File: src/rtl/ser_multicast_router.sv
// ser_multicast_router
//
// Receives self-describing serial frames on serIn and fans the payload out
// to one line in each enabled group of the W[] array.
//
// Frame on serIn (line idles high), in arrival order:
//   start bit 0 | GROUPS mask bits (PB[0] first) | LB_W index bits (LB[0] first)
//   | PAYLOAD_LEN payload bits (LSB first)
//
// Ports:
//   clk    in   rising-edge clock
//   rst    in   asynchronous active-high reset (aborts any frame in flight)
//   serIn  in   serial frame input
//   W      out  [0:GROUPS*LINES-1] retimed payload, index = g*LINES + lb
//   busy   out  high while in HEADER or PAYLOAD
//   valid  out  high in each cycle W carries a payload bit
//   done   out  one-cycle pulse together with the last payload bit on W
//   err    out  one-cycle pulse in the first payload cycle of a frame whose
//               group mask is all zero
//
// Output timing: the payload bit sampled on edge k is visible on W, valid
// and done from edge k+1 onwards for one cycle. Everything but busy is a
// flop output; busy is decoded straight from the state register.

module ser_multicast_router #(
    parameter int GROUPS      = 4,
    parameter int LINES       = 4,
    parameter int PAYLOAD_LEN = 8
) (
    input  logic                      clk,
    input  logic                      rst,
    input  logic                      serIn,
    output logic [0:GROUPS*LINES-1]   W,
    output logic                      busy,
    output logic                      valid,
    output logic                      done,
    output logic                      err
);

    localparam int LB_W    = $clog2(LINES);
    localparam int HDR_LEN = GROUPS + LB_W;
    localparam int CNT_MAX = (HDR_LEN > PAYLOAD_LEN) ? HDR_LEN : PAYLOAD_LEN;
    localparam int CNT_W   = $clog2(CNT_MAX + 1);
    localparam int NW      = GROUPS * LINES;

    typedef enum logic [1:0] {
        ST_IDLE    = 2'd0,
        ST_HEADER  = 2'd1,
        ST_PAYLOAD = 2'd2
    } state_t;

    state_t              state_q, state_d;
    logic [CNT_W-1:0]    cnt_q,   cnt_d;
    logic [GROUPS-1:0]   pb_q,    pb_d;
    logic [LB_W-1:0]     lb_q,    lb_d;
    logic [0:NW-1]       w_q,     w_d;
    logic                valid_q, valid_d;
    logic                done_q,  done_d;
    logic                err_q,   err_d;

    always_comb begin
        state_d = state_q;
        cnt_d   = cnt_q;
        pb_d    = pb_q;
        lb_d    = lb_q;
        w_d     = '0;
        valid_d = 1'b0;
        done_d  = 1'b0;
        err_d   = 1'b0;

        unique case (state_q)
            ST_IDLE: begin
                if (!serIn) begin
                    state_d = ST_HEADER;
                    cnt_d   = '0;
                end
            end

            ST_HEADER: begin
                // Mask bits occupy header slots 0..GROUPS-1, index bits follow.
                for (int g = 0; g < GROUPS; g++) begin
                    if (cnt_q == CNT_W'(g)) pb_d[g] = serIn;
                end
                for (int b = 0; b < LB_W; b++) begin
                    if (cnt_q == CNT_W'(GROUPS + b)) lb_d[b] = serIn;
                end

                if (cnt_q == CNT_W'(HDR_LEN - 1)) begin
                    state_d = ST_PAYLOAD;
                    cnt_d   = '0;
                    // The last header bit is an index bit, so pb_q already
                    // holds the complete mask here.
                    err_d   = (pb_q == '0);
                end else begin
                    cnt_d = cnt_q + 1'b1;
                end
            end

            ST_PAYLOAD: begin
                for (int g = 0; g < GROUPS; g++) begin
                    for (int l = 0; l < LINES; l++) begin
                        if (pb_q[g] && (lb_q == LB_W'(l))) begin
                            w_d[g*LINES + l] = serIn;
                        end
                    end
                end
                // An empty mask still consumes the payload, but never
                // claims to carry data.
                valid_d = (pb_q != '0);

                if (cnt_q == CNT_W'(PAYLOAD_LEN - 1)) begin
                    // Back to IDLE now so the cycle that shows the last bit
                    // can already sample the next start bit.
                    state_d = ST_IDLE;
                    cnt_d   = '0;
                    done_d  = 1'b1;
                end else begin
                    cnt_d = cnt_q + 1'b1;
                end
            end

            default: begin
                state_d = ST_IDLE;
                cnt_d   = '0;
            end
        endcase
    end

    always_ff @(posedge clk or posedge rst) begin
        if (rst) begin
            state_q <= ST_IDLE;
            cnt_q   <= '0;
            pb_q    <= '0;
            lb_q    <= '0;
            w_q     <= '0;
            valid_q <= 1'b0;
            done_q  <= 1'b0;
            err_q   <= 1'b0;
        end else begin
            state_q <= state_d;
            cnt_q   <= cnt_d;
            pb_q    <= pb_d;
            lb_q    <= lb_d;
            w_q     <= w_d;
            valid_q <= valid_d;
            done_q  <= done_d;
            err_q   <= err_d;
        end
    end

    assign W     = w_q;
    assign busy  = (state_q != ST_IDLE);
    assign valid = valid_q;
    assign done  = done_q;
    assign err   = err_q;

endmodule

File: config.mk
export PLATFORM = sky130hd
export DESIGN_NAME = ser_multicast_router
export DESIGN_NICKNAME = d
export VERILOG_FILES = /design/src/rtl/ser_multicast_router.sv
export SDC_FILE = /design/constraint.sdc
export NUM_CORES = 1
export LEC_CHECK = 0
export ABC_AREA = 1
export CAP_MARGIN = 20
export CORE_MARGIN = 3
export CORE_UTILIZATION = 45
export CTS_BUF_LIST = sky130_fd_sc_hd__clkbuf_4 sky130_fd_sc_hd__clkbuf_8
export DETAILED_ROUTE_END_ITERATION = 8
export PLACE_DENSITY = 0.8
export SYNTH_ARGS = -nofsm -noshare
export SYNTH_HDL_FRONTEND = slang
export SYNTH_SLANG_ARGS = --single-unit
export TNS_END_PERCENT = 1
File: constraint.sdc
create_clock -name clk -period 1.8 [get_ports clk]
set_clock_uncertainty 0.2 [all_clocks]
set_input_delay 0.18 -clock clk [delete_from_list [all_inputs] [get_ports clk]]
set_output_delay 0.18 -clock clk [all_outputs]
set_load 0.05 [all_outputs]
Word-level counts from Yosys, hierarchy flattened
Cells that the tools add are included.

Output and inout port bits: 20. Word-level logic and storage cells: 86. Input port bits: 3. Flip-flop bits (word level): 31.

Add/subtract/negate cells: 1. Multiplexer cells: 30. Equal/unequal tests: 14. Reductions and logical operators: 29.

Operator list (number): 1-bit 2-to-1 mux (21); 1-bit logical AND (16); 16-bit 2-to-1 mux (1); 4-bit by 3-bit == test with 1-bit output (second input constant) (3); 4-bit 2-to-1 mux (3); 4-bit one-hot mux with 3 select lines (1); 2-bit AND reduction (6); 4-bit by 2-bit == test with 1-bit output (second input constant) (2); 4-bit logical NOT (2); 2-bit == test (second input constant) (3); 2-bit 2-to-1 mux (3); 2-bit != test (second input constant) (3); 2-bit one-hot mux with 3 select lines (1); 4-bit by 1-bit adder with 4-bit output (second input constant) (1); 2-bit by 1-bit == test with 1-bit output (second input constant) (2); 4-bit by 1-bit == test with 1-bit output (second input constant) (1); 2-bit logical NOT (2); 4-bit nonzero test (1); 3-bit AND reduction (1); 2-bit nonzero test (1).

Longest topological paths before layout
Depth in word-level cells: 4. Depth in mapped cells: 7. Depth with buffers taken out: 7.

Worst setup path before layout
No wires, ideal clock.

Path type: reg-to-reg. Start point: register state_q[1]. End point: register pb_q[3]. Stages on the path, launching flop included: 8. Library setup time: 0.123 ns. Period minus slack after synthesis: 1.362 ns. Arrival time: 1.039 ns. Setup slack: 0.438 ns. Cells stage by stage: dfrtp_1 -> inv_1 -> ha_1 -> nand2_2 -> nor2_4 -> nand2_1 -> nand2_1 -> o21ai_1.

Word-level cells in the longest chain between the ends: 2.

RTL lines: start: declaration (RTL line 52) `state_t state_q, state_d;`; start signal: assignment (RTL line 140) `state_q <= state_d;`; 2-bit by 1-bit == test with 1-bit output (RTL line 71) `unique case (state_q)`; 2-bit AND reduction (no line); end signal: assignment (RTL line 142) `pb_q <= pb_d;`; end: declaration (RTL line 54) `logic [GROUPS-1:0] pb_q, pb_d;`.

Every way passes these cells. A chain may end at the register's enable or synchronous reset.

Worst setup path after layout
Start point: register state_q[0]. End point: output busy.

Word-level cells in the longest chain between the ends: 1.

RTL lines: 2-bit nonzero test (RTL line 152) `assign busy = (state_q != ST_IDLE);`; end: declaration (RTL line 34) `output logic busy,`.

Every way passes these cells.

==> run metrics <==
worst hold path type=in2async; hpwl dp=around 1800 um; synthesized area=between 1000 and 1500 um^2; RePlAce Congestion=roughly 0.8; Syn Inst Count=approximately 130; Die Y=between 50 and 60 um; final WL=around 2400 um; Synth-to-Final Area Change=23.1%; IO Pins=23; total negative slack=0 ns; max cap viols=0; PortBufs=22; unrepaired setup endpoints after global routing=no; Routed Antenna Nets=0; period utilisation layout=0.926; Synth Area in Adders=0.0765; core area=2610 um^2; Warnings, synthesis=0; minimum clock period=~1.7 ns; DRC violation count after routing=0; most common cell after layout, fill and taps aside=dfrtp_1; largest net degree at the start of global routing=32; DP Cell Count=approximately 180; mux cell area share after synthesis=0; count of final hold-check violations=0; CTS buffer count=5; Layout fillers=between 200 and 250; vias per inst=between 5 and 6; syn_area_per_cell=just under 10 um^2; final std cells w/o fill=192; clk_lat worst skew=about 0.32 ns; Required @ worst endpoint=between 1 and 1.5 ns; initial antenna violation count=0; H-tree levels=2; worst slack, placed=~0.23 ns; ant diodes=0; chip width=between 50 and 60 um; first-pass detailed-route iteration total=4; maximum vdd drop=0.834 mV; Slew HR=0.746; All-Layer GR Usage=0.161; pwr/cell area=around 1200 nW/um^2; clock tree from TritonCTS=done; CP max FO=3; Clock Path Buffers=2; Clock Pin Slew Worst Setup and Hold Paths=~0.10 ns; synthesis-stage register bit count=31; # clock sinks=31; initial core utilization=0.501; most frequent cells in the layout=dfrtp_1, nand2_1, nor2_1, buf_4, inv_1; postcts setup bufs=0; wire per inst=12.3 um; Least-Margin Pin Slew=approximately 0.38 ns; DR vias=between 900 and 1000; Critical Path End Type=output pin; status=completed; # rows=18; post-synthesis compound-gate area fraction=0.0535; vias in the first global route=roughly 960; final core occ=0.617; critical path class=reg2out; CTS root buf=clkbuf_4; DR iter-0 viols=9; sequential share of the synthesized area=0.593; share of layout cells above drive strength 1=0.241; largest family of logic cells by synthesized area=simple AND/OR/NAND/NOR gates; Final Power=between 0.0015 and 0.002 W; Max Slew Vio Count=0; fin worst setup slack=roughly 0.13 ns; Arr. time, crit path=between 1 and 1.5 ns; final setup vio count=0; Worst setup SP type=register; post-CTS sizing=0; simple-gate share of the synthesized area=0.231; Hold Buf Count CTS=0; total global routing overflow=0; XOR/XNOR Fraction of Synth Area=0; Final #Nets=~170; P_leak=between 0.8 and 0.9 nW; global-route wire length before repair=approximately 4100 um; Die ar.=approximately 3600 um^2; Post-Syn Nets=around 140; synth unique cells=15; Max Fclk=~600 MHz
==> state kept, by name, indices dropped and copies added (netlist names) <==
register,count
W,16
cnt_q,4
done,1
err,1
lb_q,2
pb_q,4
state_q,2
valid,1
==> cells by family after synthesis <==
logic type / count (synthesis)
AO/OA/AOI/OAI: 14
AND/OR/NAND/NOR: 65
flip-flops: 31
buffers and inverters: 14
adder cells (fa/ha/maj): 8
==> power by group <==
group	leakage (nW)	internal (W)	switching, W	total [W]
Clock	0.0482	0.000328	0.000231	0.000559
Sequential	0.409	0.000777	0.0000814	0.000859
Combinational	0.393	0.000190	0.000332	0.000523
==> metal layers <==
layer  track usage  wire length, um  vias up
li1              -                -      483
met1         0.179              964      460
met2         0.275             1180       27
met3        0.0583              181        4
met4        0.0665               36        0
met5             0                0        -
==> worst max-delay path, cell delays in order, from the launching register on <==
cell     delay (ns)
dfrtp_1        0.41
inv_1          0.11
ha_1           0.21
inv_1          0.09
buf_12         0.15
==> path summary, 6_finish.rpt <==
kind                             from          to  slack, ns  cells past startpoint
max in group asynchronous         rst    cnt_q[2]       1.09                      3
hold reg to reg            state_q[1]  state_q[1]       0.32                      2
min in group clk           state_q[1]  state_q[1]       0.32                      2
hold / removal                    rst       W[11]       0.03                      3
setup reg to reg           state_q[0]    cnt_q[3]       0.32                      6
setup / recovery           state_q[0]        busy       0.13                      4
==> layout make-up <==
cell class	instances	area, um^2	area share
Sequential cell	31	776	0.481
Multi-Input combinational cell	87	473	0.293
Timing Repair Buffer	23	190	0.118
Clock buffer	6	51.3	0.0318
Inverter	13	48.8	0.0303
Tap cell	30	37.5	0.0233
Clock inverter	2	35.0	0.0217
==> cells in the mapped netlist, drive strengths merged <==
cell   count  area share
o21ai      9       0.034
nand3     11       0.054
buf        1      0.0086
a21oi      5       0.019
nand4      4       0.019
inv       13       0.037
nor2      21       0.066
dfrtp     31        0.59
ha         8       0.076
nand2     29       0.093
==> metrics by stage <==
stage / area [um^2] / hold WS, ns
2_1_floorplan: 1310 / 0.0835
3_3_place_gp: 1530 / 0.280
3_5_place_dp: 1530 / 0.298
4_1_cts: 1610 / 0.0259
5_1_grt: 1610 / 0.0418
6_report: 1610 / 0.0270
Power figures use the tool's default switching activity.
